File: config.mk
export PLATFORM = sky130hd
export DESIGN_NAME = bulk_in_scheduler
export DESIGN_NICKNAME = d
export VERILOG_FILES = /design/src/rtl/bulk_in_scheduler.sv
export SDC_FILE = /design/constraint.sdc
export NUM_CORES = 1
export LEC_CHECK = 0
export ABC_AREA = 1
export BUFFER_PORTS_ARGS = -buffer_cell sky130_fd_sc_hd__buf_2
export CORE_ASPECT_RATIO = 1.4
export CORE_MARGIN = 8
export CORE_UTILIZATION = 50
export DETAILED_ROUTE_END_ITERATION = 10
export PLACE_DENSITY = 0.82
export SYNTH_ARGS = -nofsm -noshare
export SYNTH_HDL_FRONTEND = slang
export SYNTH_SLANG_ARGS = --single-unit
File: constraint.sdc
create_clock -name usb_clock -period 3.5 [get_ports usb_clock]
set_input_delay 0.7 -clock usb_clock [delete_from_list [all_inputs] [get_ports usb_clock]]
set_output_delay 0.7 -clock usb_clock [all_outputs]
set_load 0.03 [all_outputs]
File: src/rtl/bulk_in_scheduler.sv
// Bulk IN scheduler: shares the transmit path between
// several bulk IN endpoint FIFOs and tracks data toggles.
module bulk_in_scheduler #(
  parameter int NUM_EP  = 2,
  parameter int EP_BASE = 1,
  parameter int MAX_PKT = 512
) (
  input  logic                  usb_clock,
  input  logic                  reset,
  input  logic                  token_valid_i,
  input  logic [3:0]            token_ep_i,
  input  logic                  hsk_ack_i,
  input  logic                  hsk_timeout_i,
  input  logic [NUM_EP-1:0]     toggle_clear_i,
  input  logic [NUM_EP-1:0]     ep_has_data_i,
  output logic [NUM_EP-1:0]     ep_xfer_o,
  input  logic [NUM_EP-1:0]     ep_tvalid_i,
  output logic [NUM_EP-1:0]     ep_tready_o,
  input  logic [NUM_EP-1:0]     ep_tlast_i,
  input  logic [8*NUM_EP-1:0]   ep_tdata_i,
  output logic                  tx_start_o,
  output logic [3:0]            tx_pid_o,
  output logic                  tx_tvalid_o,
  input  logic                  tx_tready_i,
  output logic                  tx_tlast_o,
  output logic [7:0]            tx_tdata_o,
  output logic                  xfer_err_o,
  output logic                  busy_o
);

  localparam int SW = (NUM_EP > 1) ? $clog2(NUM_EP) : 1;
  localparam int CW = $clog2(MAX_PKT) + 1;

  localparam logic [3:0] PID_DATA0 = 4'h3;
  localparam logic [3:0] PID_DATA1 = 4'hB;
  localparam logic [3:0] PID_NAK   = 4'hA;

  typedef enum logic [1:0] {
    IDLE     = 2'd0,
    DATA     = 2'd1,
    WAIT_HSK = 2'd2
  } state_t;

  state_t            state;
  state_t            state_n;
  logic [SW-1:0]     sel;
  logic [CW-1:0]     count;
  logic [NUM_EP-1:0] toggle;
  logic [NUM_EP-1:0] flip;
  logic [3:0]        tok_off;
  logic [SW-1:0]     tok_idx;
  logic              tok_hit;
  logic              tok_data;
  logic              beat;
  logic              last_beat;

  assign tok_off  = token_ep_i - 4'(EP_BASE);
  assign tok_idx  = tok_off[SW-1:0];
  assign tok_hit  = token_valid_i
                  && ({1'b0, token_ep_i} >= 5'(EP_BASE))
                  && ({1'b0, tok_off} < 5'(NUM_EP));
  assign tok_data = ep_has_data_i[tok_idx];
  assign beat      = tx_tvalid_o & tx_tready_i;
  assign last_beat = beat & tx_tlast_o;
  assign busy_o    = (state != IDLE);

  // State register
  always_ff @(posedge usb_clock) begin
    if (reset) state <= IDLE;
    else       state <= state_n;
  end

  // Next-state decision
  always_comb begin
    state_n = state;
    unique case (state)
      IDLE:
        if (tok_hit && tok_data) state_n = DATA;
      DATA:
        if (last_beat) state_n = WAIT_HSK;
      WAIT_HSK:
        if (hsk_ack_i || hsk_timeout_i) state_n = IDLE;
      default: state_n = IDLE;
    endcase
  end

  // Stream mux from the selected endpoint to the encoder
  always_comb begin
    tx_tvalid_o = 1'b0;
    tx_tdata_o  = 8'h00;
    tx_tlast_o  = 1'b0;
    ep_tready_o = '0;
    if (state == DATA) begin
      tx_tvalid_o      = ep_tvalid_i[sel];
      tx_tdata_o       = ep_tdata_i[{sel, 3'b000} +: 8];
      ep_tready_o[sel] = tx_tready_i;
      tx_tlast_o       = tx_tvalid_o
                       & (ep_tlast_i[sel]
                       | (count == CW'(MAX_PKT - 1)));
    end
  end

  // Toggle flips on ACK of the selected endpoint
  always_comb begin
    flip = '0;
    if (state == WAIT_HSK && hsk_ack_i) flip[sel] = 1'b1;
  end

  // Selection, counters, toggles and response strobes
  always_ff @(posedge usb_clock) begin
    if (reset) begin
      sel        <= '0;
      count      <= '0;
      toggle     <= '0;
      ep_xfer_o  <= '0;
      tx_start_o <= 1'b0;
      tx_pid_o   <= 4'h0;
      xfer_err_o <= 1'b0;
    end else begin
      tx_start_o <= 1'b0;
      xfer_err_o <= 1'b0;
      toggle     <= (toggle ^ flip) & ~toggle_clear_i;
      if (state == IDLE && tok_hit) begin
        sel        <= tok_idx;
        tx_start_o <= 1'b1;
        if (tok_data) begin
          tx_pid_o  <= toggle[tok_idx] ? PID_DATA1
                                       : PID_DATA0;
          ep_xfer_o <= NUM_EP'(1) << tok_idx;
          count     <= '0;
        end else begin
          tx_pid_o  <= PID_NAK;
        end
      end
      if (state == DATA && beat) count <= count + 1'b1;
      if (state == DATA && last_beat) ep_xfer_o <= '0;
      if (state == WAIT_HSK && !hsk_ack_i && hsk_timeout_i)
        xfer_err_o <= 1'b1;
    end
  end

endmodule

Word-level counts from Yosys, hierarchy flattened
Cells that the tools add are included.
{"block": "word_totals", "ff_bits": 23, "latch_bits": 0, "mem_bits_rw": 0, "mem_bits_ro": 0, "out_inout_bits": 21, "elab_cells": 77, "memories": 0}
{"block": "classes", "n_addsub": 2, "n_mul": 0, "n_div": 0, "magnitude_cmp": 5, "n_eq_ne": 6, "shifts": 2, "muxes": 26, "bitwise": 8, "reduce_logical": 20}
{"op": "$mux 10", "count": 3}
{"op": "$shiftx 16x5->8", "count": 1}
{"op": "$mux 1", "count": 13}
{"op": "$add 10x1->10 const B", "count": 1}
{"op": "$eq 10x9->1 const B", "count": 1}
{"op": "$logic_and 1x1->1", "count": 10}
{"op": "$mux 2", "count": 5}
{"op": "$mux 4", "count": 2}
{"op": "$mux 8", "count": 1}
{"op": "$ne 2x2->1 const B", "count": 3}
{"op": "$pmux 2 s3", "count": 1}
{"op": "$reduce_bool 2->1", "count": 3}
{"op": "$and 2x2->2", "count": 2}
{"op": "$ge 4x1->1 const B", "count": 1}
{"op": "$lt 1x2->1 const B", "count": 2}
{"op": "$lt 4x2->1 const B", "count": 1}
{"op": "$reduce_and 2->1", "count": 2}
{"op": "$sub 4x1->4 const B", "count": 1}
{"op": "$and 1x1->1", "count": 3}
{"op": "$reduce_and 3->1", "count": 1}
{"op": "$eq 2x1->1 const B", "count": 1}
{"op": "$eq 2x2->1 const B", "count": 1}
{"op": "$logic_not 2->1", "count": 1}
{"op": "$not 2->2", "count": 1}
{"op": "8 further kinds", "count": 8}

Logic depth before layout (Yosys ltp)
Gate-level depths: netlist of the first run.
{"block": "depth", "word_depth": 8, "depth_mapped": 10}

Worst setup path before layout of the first run
Ideal clock, no wire load.
{"block": "synth_timing", "kind": "input port to output port", "startpoint": "input tx_tready_i", "endpoint": "output ep_tready_o[0]", "arrival_ps": 1459, "setup_slack_ps": 1341, "cell_stages": 2, "path_buffers": 0, "cell_sequence": "inv_1 -> nor3_1"}
{"block": "synth_between", "elab_chain_len": 2}
{"element": "from (decl)", "line": "24", "source": "input logic tx_tready_i,"}
{"element": "$and 2x2->2 (no source line)"}
{"element": "$mux 2", "line": "93", "source": "if (state == DATA) begin"}
{"element": "to (decl)", "line": "18", "source": "output logic [NUM_EP-1:0] ep_tready_o,"}
Every way passes these cells.

Worst setup path after layout of the first run
{"block": "layout_timing", "startpoint": "register count[0]", "endpoint": "output tx_tlast_o"}
{"block": "layout_between", "elab_chain_len": 4}
{"element": "from (decl)", "line": "47", "source": "logic [CW-1:0] count;"}
{"element": "from (signal assigned)", "line": "135", "source": "if (state == DATA && beat) count <= count + 1'b1;"}
{"element": "$eq 10x9->1", "line": "99", "source": "| (count == CW'(MAX_PKT - 1)));"}
{"element": "$or 1x1->1", "line": "99"}
{"element": "$and 1x1->1", "line": "98", "source": "& (ep_tlast_i[sel]"}
{"element": "$mux 1", "line": "93"}
{"element": "to (decl)", "line": "25", "source": "output logic tx_tlast_o,"}
Every way passes these cells.

==> flow_summary.ini, run 1 <==
[outcome]
status = complete, no violations

[floorplanning]
die_w_um = 58.5
floorplan.io_pins = 55
placeableCoreArea_um2 = 2390
initial_utilization_pct = 53.0
std_cell_rows = 21
dieArea_um2 = 4420
die-height_um = 75.5

[worst_setup_path]
cp.required_ns = 2.80
cp-end-kind = output pin
startpoint_type = register
endpoint_of_the_most_critical_register_to_register_path = count[3]
worstRegToRegCells = 9
critPathMaxFanout = 4
timing.rr.start = sel
critPathArrivalTime_ns = 1.66
timing_worst_setup_path_type = reg -> out
rrSetupSlack_ns = 1.80

[power]
ir_worst_vdd_mv = 0.240
p_leak_nw = 0.767
power-per-cell-area_nw_per_um2 = 301
design_power_total_w = 0.000472

[clock_network]
holdBufCountCts = 0
worstSkewPairLatency_ns = 0.31
number_of_buffers_inserted_by_post_cts_setup_repair = 0
cts_tree = yes
cts.repair.resized = 0
h-tree-depth = 1
clock_sinks = 22
tritoncts_buffer_count = 3
cts.clk_slew.worst_paths_ns = 0.12
clock_path_buffers = 2
cts_root_buffer = sky130_fd_sc_hd__clkbuf_4

[hold_path]
min-delay-start = toggle[0]
hold_path_depth = 2
min-delay-path-class = reg -> reg
timing.hold.worst_endpoint = toggle[0]

[layout]
final_cell_mix = sky130_fd_sc_hd__buf_2 (53), sky130_fd_sc_hd__nand2_1 (51), sky130_fd_sc_hd__a21oi_1 (23), sky130_fd_sc_hd__dfxtp_1 (22), sky130_fd_sc_hd__nand3_1 (17)
insertedDiodeCount = 0
postLayoutCoreUtil_pct = 65.6
layout-drive-gt1-share_pct = 30.7
final-seq-area_um2 = 440
n_fill_cell = 233
footprint_of_the_multi_input_gates_um2 = 704
final_net_count = 278
layout-area-overhead-vs-synth_pct = 23.8
final_common_cell = sky130_fd_sc_hd__buf_2

[detailed_routing]
final_antenna_net_count = 0
drt-vias-per-instance = 5.09
drc = 0
finalWirelength_um = 3350
iter_0_drt_violations = 55
routed_via_count = 1400
drt_first_pass_iters = 4
post_drt_wl_per_cell_um = 12.2

[global_route]
grt_pass1_wl_um = 5650
gr-total-overflow = 0
first_global_vias = 1364
grt_max_degree = 16
grt_util_overall_pct = 15.9
antenna_found_initial = 0

[yosys]
postSynthRegisterBits = 22
synth_seq_area_share_pct = 34.8
synth.net_count = 226
synthesis.yosys.warnings = 0
yosysUniqueCellTypes = 26
synth_cells = 190
syn-cell-area_um2 = 1270
synthesized_area_divided_by_synthesized_cell_count_um2 = 6.66

[timing]
finalMaxSlewViolations = 0
timing.final.setup_violations = 0
skew_ns = 0.00899
post-route-period-util_pct = 67.5
timing.setup.tns_ns = 0
unrepaired_setup_endpoints_after_global_routing = false
achievable-frequency_mhz = 423
timing.final.crit_period_ns = 2.36
hold_viol = 0

[placed_design]
gp_congestion = 0.795
place.detailed.hpwl_um = 2700
place.port_buffers = 53

[flow_run]
cap_violations = 0
kinds of logic after synthesis:
group	count (synthesis)	synth area share (%)
flip-flops	22	34.8
multiplexers	1	0.791
adder cells (fa/ha/maj)	2	1.98
AND/OR/NAND/NOR	99	35.7
XOR/XNOR	2	1.38
AO/OA/AOI/OAI	36	15.5
buffers and inverters	27	9.58
other	1	0.296
how the worst max path moves through the flow:
stage                endpoint           start
3_3_place_gp       tx_tlast_o  ep_tvalid_i[1]
4_1_cts            tx_tlast_o        count[0]
3_5_place_dp     ep_xfer_o[0]   token_ep_i[0]
5_1_grt            tx_tlast_o        count[0]
2_1_floorplan  ep_tready_o[0]     tx_tready_i
6_report           tx_tlast_o        count[0]
routing by layer:
| metal | global-route usage (%) | vias to the layer above | part of all wire, % |
|---|---|---|---|
| met2 | 30.5 | 41 | 49 |
| met3 | 5.74 | 4 | 10 |
| li1 | - | 719 | - |
| met5 | 0 | - | 0 |
| met1 | 14.8 | 636 | 39 |
| met4 | 6.56 | 0 | 1.5 |
metrics by stage:
step / worst slack [ns] / cells / instance area, um2 / hold WS (ns)
after floorplan: 1.34 / 190 / 1270 / 0.439
after global placement: 1.49 / 271 / 1530 / 0.457
after detailed placement: 1.44 / 271 / 1530 / 0.457
after CTS: 1.13 / 275 / 1570 / 0.476
after global routing: 0.976 / 275 / 1570 / 0.514
final: 1.14 / 275 / 1570 / 0.476
layout make-up:
| class | count | share of cell area (%) |
|---|---|---|
| clock buffer | 4 | 2.31 |
| inverter | 21 | 5.03 |
| multi-input combinational | 141 | 44.9 |
| sequential | 22 | 28.1 |
| tap | 34 | 2.71 |
| timing repair buffer | 53 | 16.9 |
registers in the layout, indices dropped and copies added, names as in the netlist:
name	cells
count	10
ep_xfer_o	2
sel	1
state	2
toggle	2
tx_pid_o	3
tx_start_o	1
xfer_err_o	1
critical path: stages, from the launching register on:
cell and delay, ns:
sky130_fd_sc_hd__dfxtp_1 0.39, sky130_fd_sc_hd__ha_1 0.20, sky130_fd_sc_hd__nand4_1 0.15, sky130_fd_sc_hd__inv_1 0.15
sky130_fd_sc_hd__nand3_1 0.11, sky130_fd_sc_hd__a21oi_1 0.14, sky130_fd_sc_hd__buf_2 0.21
cell usage after synthesis:
cell                       number  area (um2)
sky130_fd_sc_hd__ha_1           2        25.0
sky130_fd_sc_hd__nand3_1       17        85.1
sky130_fd_sc_hd__o21ai_0        8        40.0
sky130_fd_sc_hd__o21bai_1       1        7.51
sky130_fd_sc_hd__nor3_1         4        20.0
sky130_fd_sc_hd__o211ai_1       1        7.51
sky130_fd_sc_hd__a21oi_2        3        26.3
sky130_fd_sc_hd__conb_1         1        3.75
sky130_fd_sc_hd__nand2_1       51         191
sky130_fd_sc_hd__clkinv_1       1        3.75
sky130_fd_sc_hd__buf_2          1        5.00
sky130_fd_sc_hd__dfxtp_1       22         440
sky130_fd_sc_hd__buf_6          2        22.5
sky130_fd_sc_hd__a21oi_1       23         115
sky130_fd_sc_hd__buf_4          1        7.51
sky130_fd_sc_hd__inv_2          5        18.8
sky130_fd_sc_hd__nand3_4        1        17.5
sky130_fd_sc_hd__nor2_2         3        18.8
sky130_fd_sc_hd__nand2_2        3        18.8
sky130_fd_sc_hd__xor2_1         2        17.5
sky130_fd_sc_hd__mux2i_1        1        10.0
sky130_fd_sc_hd__inv_1         15        56.3
sky130_fd_sc_hd__nor2_4         2        22.5
sky130_fd_sc_hd__clkbuf_1       2        7.51
sky130_fd_sc_hd__nand4_1        4        25.0
sky130_fd_sc_hd__nor2_1        14        52.6
power breakdown:
| part | total (W) | internal [W] | leakage [nW] | switching [W] |
|---|---|---|---|---|
| Combinational | 0.0000730 | 0.0000275 | 0.568 | 0.0000456 |
| Sequential | 0.000258 | 0.000254 | 0.178 | 0.00000393 |
| Clock | 0.000141 | 0.0000636 | 0.0210 | 0.0000775 |
| Total | 0.000472 | 0.000345 | 0.767 | 0.000127 |
(Power assumes the default switching activity.)
==> run 2: changes to the inputs <==
--- a/config.mk
+++ b/config.mk
@@ -5,13 +5,13 @@
 export SDC_FILE = /design/constraint.sdc
 export NUM_CORES = 1
 export LEC_CHECK = 0
-export ABC_AREA = 1
+export ABC_AREA = 0
 export BUFFER_PORTS_ARGS = -buffer_cell sky130_fd_sc_hd__buf_2
 export CORE_ASPECT_RATIO = 1.4
 export CORE_MARGIN = 8
-export CORE_UTILIZATION = 50
+export CORE_UTILIZATION = 43
 export DETAILED_ROUTE_END_ITERATION = 10
-export PLACE_DENSITY = 0.82
+export PLACE_DENSITY = 0.74
 export SYNTH_ARGS = -nofsm -noshare
 export SYNTH_HDL_FRONTEND = slang
 export SYNTH_SLANG_ARGS = --single-unit
==> constraint.sdc (replaced) <==
create_clock -name usb_clock -period 2.1 [get_ports usb_clock]
set_input_delay 0.42 -clock usb_clock [delete_from_list [all_inputs] [get_ports usb_clock]]
set_output_delay 0.42 -clock usb_clock [all_outputs]
set_load 0.03 [all_outputs]
==> run 2 against run 1 <==
  * Via count fell by 0.43%
  * Clock skew down 0.0039 ns
  * Global-route usage decreased by 1.5 points
  * Clock power grew 120%
  * Synthesized area up 4.5%
  * Cell count down 7.3%
  * Register-to-register slack worse by 1.5 ns
  * Combinational power increased by 89%
  * Largest power group unchanged
==> flow_summary.ini, run 2 <==
[outcome]
status = complete, no violations

[power]
ir_worst_vdd_mv = 0.479
p_leak_nw = 0.693
power-per-cell-area_nw_per_um2 = 502

[layout]
final_common_cell = sky130_fd_sc_hd__buf_2
stdcell_count = 255
largest_register_ffs = 10
postLayoutCoreUtil_pct = 56.9
max_flop_register = count
top_regs = count (10), tx_pid_o (3)
n_fill_cell = 301
insertedDiodeCount = 0
layout-drive-gt1-share_pct = 35.2
layout-area-overhead-vs-synth_pct = 30.4
final_net_count = 253
final_cell_mix = sky130_fd_sc_hd__buf_2 (52), sky130_fd_sc_hd__dfxtp_1 (20), sky130_fd_sc_hd__nor2_1 (18), sky130_fd_sc_hd__mux2i_1 (9), sky130_fd_sc_hd__nor3_1 (9)

[yosys]
synthTopCellsByArea = sky130_fd_sc_hd__dfxtp_1 (33%), sky130_fd_sc_hd__mux2i_1 (6.8%), sky130_fd_sc_hd__nor2_1 (5.1%)
async_reset_ff_share_pct = 0
synthesis.yosys.warnings = 0
synth.most_common_cell = sky130_fd_sc_hd__dfxtp_1
yosys.area.top_type_share_pct = 33.3
synth_seq_area_share_pct = 33.3
yosys-top-cells-count = sky130_fd_sc_hd__dfxtp_1 (22), sky130_fd_sc_hd__nor2_1 (18), sky130_fd_sc_hd__nor3_1 (10)
postSynthRegisterBits = 22
postSynth.topFlopCell = sky130_fd_sc_hd__dfxtp_1
synth_cells = 163
cell_accounting_for_the_most_synthesized_area = sky130_fd_sc_hd__dfxtp_1
yosysUniqueCellTypes = 48
syn-cell-area_um2 = 1320
synth.net_count = 199
synth_edf_count = 0
synthesized_area_divided_by_synthesized_cell_count_um2 = 8.12

[detailed_routing]
post_drt_wl_per_cell_um = 14.3
routed_via_count = 1394
drc = 0
drt_first_pass_iters = 4
drt-vias-per-instance = 5.47
final_antenna_net_count = 0
iter_0_drt_violations = 26
finalWirelength_um = 3650

[placed_design]
dp_cells = 251
gp_congestion = 0.851
place.detailed.hpwl_um = 2850
place.port_buffers = 53

[timing]
unrepaired_setup_endpoints_after_global_routing = false
post-route-period-util_pct = 95.6
skew_ns = 0.00513
hold_viol = 0
timing.final.setup_violations = 0
timing.setup.tns_ns = 0
finalMaxSlewViolations = 0
timing.final.crit_period_ns = 2.01
achievable-frequency_mhz = 498

[clock_network]
clock_path_buffers = 2
tritoncts_buffer_count = 3
worstSkewPairLatency_ns = 0.26
cts_tree = yes
cts_root_buffer = sky130_fd_sc_hd__clkbuf_8
clock_sinks = 22
h-tree-depth = 1
cts.clk_slew.worst_paths_ns = 0.08

[worst_setup_path]
critical-path-slowest-cell = sky130_fd_sc_hd__o41a_1
crit_chain = ha_4, nand3_2, o41a_1, nor3_2, buf_4
critical-path-max-stage-delay_ns = 0.41
cp.required_ns = 1.68
critPathArrivalTime_ns = 1.59
timing_worst_setup_path_type = reg -> out
cp-end-kind = output pin
cp_top_family = compound AO/OA/AOI/OAI gates
worst-path-buf-inv = 1
startpoint_type = register
critPathMaxFanout = 5

[global_route]
gr-total-overflow = 0
grt_max_degree = 26
first_global_vias = 1325
grt_util_overall_pct = 14.4
antenna_found_initial = 0
grt_pass1_wl_um = 6130

[floorplanning]
floorplan.io_pins = 55
dieArea_um2 = 5130
initial_utilization_pct = 43.6
die-height_um = 81.7
die_w_um = 62.9
placeableCoreArea_um2 = 3030
std_cell_rows = 24

[hold_path]
min-delay-path-class = in -> reg

[flow_run]
cap_violations = 0
[run 2: layer usage]
| layer | GRT usage (%) | share of wire, % | routed length (um) |
|---|---|---|---|
| met1 | 16.7 | 45 | 1640 |
| met5 | 0 | 0 | 0 |
| met2 | 25.6 | 50 | 1820 |
| met4 | 7.09 | 2.6 | 94 |
| met3 | 2.18 | 2.8 | 102 |
[run 2: worst paths after layout]
path                                         from           to  slack [ns]  cells after the start
worst min register to register        tx_pid_o[1]  tx_pid_o[1]        0.45                      2
worst min-delay path            toggle_clear_i[0]    toggle[0]        0.31                      2
worst max-delay path                     count[0]   tx_tlast_o        0.09                      5
worst max register to register           state[1]     count[9]        0.32                      4
[run 2: what timing repair did]
item	in CTS	in global routing
pin swaps	1	1
endpoints found under the setup margin	1	1
resized for setup	4	3
hold buffers	0	0
setup buffers	0	0
[run 2: area by class of cell]
type | instances | area (um2) | share of cell area (%)
inverters | 6 | 22.5 | 1.30
repair buffers | 59 | 313 | 18.1
clock buffers | 4 | 55.1 | 3.19
well taps | 39 | 48.8 | 2.83
multi-input cells | 125 | 842 | 48.8
flip-flops and latches | 22 | 445 | 25.8
[run 2: per-stage QoR]
| stage | hold slack (ns) | instance area (um2) | setup WS [ns] | power [W] |
|---|---|---|---|---|
| 2_1_floorplan | 0.470 | 1330 | 0.0685 | 0.000519 |
| 3_5_place_dp | 0.444 | 1650 | 0.147 | 0.000574 |
| 6_report | 0.305 | 1730 | 0.0929 | 0.000868 |
| 3_3_place_gp | 0.433 | 1650 | 0.178 | 0.000573 |
| 5_1_grt | 0.293 | 1730 | 0.0127 | 0.000911 |
| 4_1_cts | 0.306 | 1710 | 0.0656 | 0.000870 |
[run 2: cells by family (layout without fill, tap and decap cells)]
| logic type | after synthesis | count (layout) | share of synthesized area (%) |
|---|---|---|---|
| DFF | 22 | 22 | 33.3 |
| xor gates and xnor gates | 3 | 3 | 1.99 |
| buffers and inverters | 16 | 69 | 5.20 |
| adders and majority gates | 2 | 2 | 1.89 |
| AOI/OAI and AO/OA | 37 | 37 | 19.7 |
| other | 1 | 1 | 0.283 |
| muxes | 10 | 10 | 7.85 |
| and+or+nand+nor | 72 | 72 | 29.9 |
[run 2: power by group]
part / total [W] / switching (W) / internal (W)
sequential: 0.000425 / 0.00000507 / 0.000420
combinational: 0.000138 / 0.0000777 / 0.0000604
clock: 0.000304 / 0.000137 / 0.000167
total: 0.000868 / 0.000220 / 0.000648
==> run 3: changes to the inputs <==
--- a/config.mk
+++ b/config.mk
@@ -12,6 +12,7 @@
 export CORE_UTILIZATION = 43
 export DETAILED_ROUTE_END_ITERATION = 10
 export PLACE_DENSITY = 0.74
+export RECOVER_POWER = 50
 export SYNTH_ARGS = -nofsm -noshare
 export SYNTH_HDL_FRONTEND = slang
 export SYNTH_SLANG_ARGS = --single-unit
==> run 3 against run 2 <==
  * Sequential power about the same
  * Worst hold slack worse by 0.00059 ns
  * Via count down 0.50%
  * Wire length down 0.16%
  * Count of clock-buffer cells in the layout unchanged
  * Cell count unchanged
  * Sequential share of layout area up 0.30 points
  * Non-clock buffer count unchanged
  * Flip-flop and latch count unchanged
  * Critical path type unchanged
==> flow_summary.ini, run 3 (same netlist as run 2, synthesis figures left out) <==
[clock_network]
number_of_buffers_inserted_by_post_cts_setup_repair = 0
h-tree-depth = 1
cts_root_buffer = sky130_fd_sc_hd__clkbuf_8
clock_sinks = 22
holdBufCountCts = 0
cts_tree = yes
clock_path_buffers = 2
tritoncts_buffer_count = 3
cts.clk_slew.worst_paths_ns = 0.08
worstSkewPairLatency_ns = 0.26

[timing]
timing.final.crit_period_ns = 2.01
finalMaxSlewViolations = 0
final.hold.worst_slack_ns = 0.305
achievable-frequency_mhz = 498
unrepaired_setup_endpoints_after_global_routing = false
timing.setup.tns_ns = 0
hold_viol = 0
skew_ns = 0.00468
post-route-period-util_pct = 95.6
timing.final.setup_violations = 0

[global_route]
grt_util_overall_pct = 14.4
antenna_found_initial = 0
grt_max_degree = 26
gr-total-overflow = 0
first_global_vias = 1325
grt_pass1_wl_um = 6130

[worst_setup_path]
crit_path_start = count[0]
cp_top_family = compound AO/OA/AOI/OAI gates
worst-path-buf-inv = 1
cp-end-kind = output pin
startpoint_type = register
critPathMaxFanout = 5
timing_worst_setup_path_type = reg -> out
cp.required_ns = 1.68
timing.rr.start = state[1]
critical-path-max-stage-delay_ns = 0.41
crit_chain = ha_4, nand3_2, o41a_1, nor3_2, buf_4
critPathArrivalTime_ns = 1.59
critical-path-slowest-cell = sky130_fd_sc_hd__o41a_1

[layout]
design_area_um2 = 1710
stdcell_count = 255
largest_register_ffs = 10
top_regs = count (10), tx_pid_o (3)
final_net_count = 253
final_common_cell = sky130_fd_sc_hd__buf_2
final-seq-area_um2 = 445
footprint_of_the_multi_input_gates_um2 = 837
layout-area-overhead-vs-synth_pct = 28.9
layout-drive-gt1-share_pct = 30.1
insertedDiodeCount = 0
max_flop_register = count
n_fill_cell = 306
final_cell_mix = sky130_fd_sc_hd__buf_2 (43), sky130_fd_sc_hd__dfxtp_1 (20), sky130_fd_sc_hd__nor2_1 (18), sky130_fd_sc_hd__clkbuf_1 (10)

[power]
ir_worst_vdd_mv = 0.472
sequential_power_share_pct = 49.2
p_sw_share_pct = 25.5
intPower_w = 0.000645
power-per-cell-area_nw_per_um2 = 507
design_power_total_w = 0.000865
share_clk_of_total_power_pct = 35.3
net-switching-power_w = 0.000220
p_leak_nw = 0.649
combinational_fraction_of_design_power_pct = 15.5

[detailed_routing]
post_drt_wl_per_cell_um = 14.3
drc = 0
finalWirelength_um = 3650
drt_first_pass_iters = 4
drt-vias-per-instance = 5.44
iter_0_drt_violations = 35
final_antenna_net_count = 0
routed_via_count = 1387

[hold_path]
min-delay-start = toggle_clear_i[0]
min-delay-path-class = in -> reg

[floorplanning]
floorplan.io_pins = 55
placeableCoreArea_um2 = 3030
die_w_um = 62.9
initial_utilization_pct = 43.6
dieArea_um2 = 5130
die-height_um = 81.7
std_cell_rows = 24

[placed_design]
placedInstanceArea_um2 = 1650
gp_congestion = 0.851
place.port_buffers = 53
dp_cells = 251
place.detailed.hpwl_um = 2850

[outcome]
status = complete, no violations

[flow_run]
cap_violations = 0
-- run 3: changes by cell type in the layout (fill, tap and decap cells not counted) --
cell	before	now
sky130_fd_sc_hd__buf_4	7	6
sky130_fd_sc_hd__o31ai_2	1	0
sky130_fd_sc_hd__buf_2	52	43
sky130_fd_sc_hd__o31ai_1	2	3
sky130_fd_sc_hd__clkbuf_1	0	10
-- run 3: stage by stage --
stage                     worst slack [ns]  util (%)
after global routing                0.0127      56.3
after CTS                           0.0656      56.4
after global placement               0.178      54.3
after floorplan                     0.0685         -
final                               0.0921      56.3
after detailed placement             0.147      54.3
-- run 3: routing by layer --
layer,vias to the layer above,global-route usage (%),routed length (um)
met3,9,2.18,140
met1,629,16.7,1610
met2,43,25.6,1810
met4,0,7.09,94
li1,706,-,-
met5,-,0,0
-- run 3: final cells by class --
| class | count | area share, % |
|---|---|---|
| clock buffer | 4 | 3.23 |
| inverter | 6 | 1.32 |
| multi-input combinational | 125 | 49.0 |
| sequential | 22 | 26.1 |
| tap | 39 | 2.86 |
| timing repair buffer | 59 | 17.4 |
-- run 3: power groups by stage --
| stage | Clock (W) | Sequential [W] | Combinational (W) |
|---|---|---|---|
| final | 0.000305 | 0.000426 | 0.000134 |
| after floorplan | 0 | 0.000440 | 0.0000794 |
| after detailed placement | 0 | 0.000436 | 0.000137 |
| after CTS | 0.000306 | 0.000427 | 0.000138 |
| after global placement | 0 | 0.000436 | 0.000137 |
| after global routing | 0.000333 | 0.000426 | 0.000148 |
-- run 3: worst paths after layout --
check                              endpoint  slack, ns  cells past startpoint
worst max-delay path             tx_tlast_o       0.09                      5
worst min-delay path              toggle[0]       0.30                      2
worst max register to register     count[9]       0.32                      4
worst min register to register  tx_pid_o[1]       0.45                      2
-- run 3: repair_timing --
item / in CTS / in global routing
hold endpoints to repair: 0 / 0
setup endpoints to repair: 1 / 1
gates cloned: 0 / 0
gates resized for setup: 4 / 3
pin swaps: 1 / 1
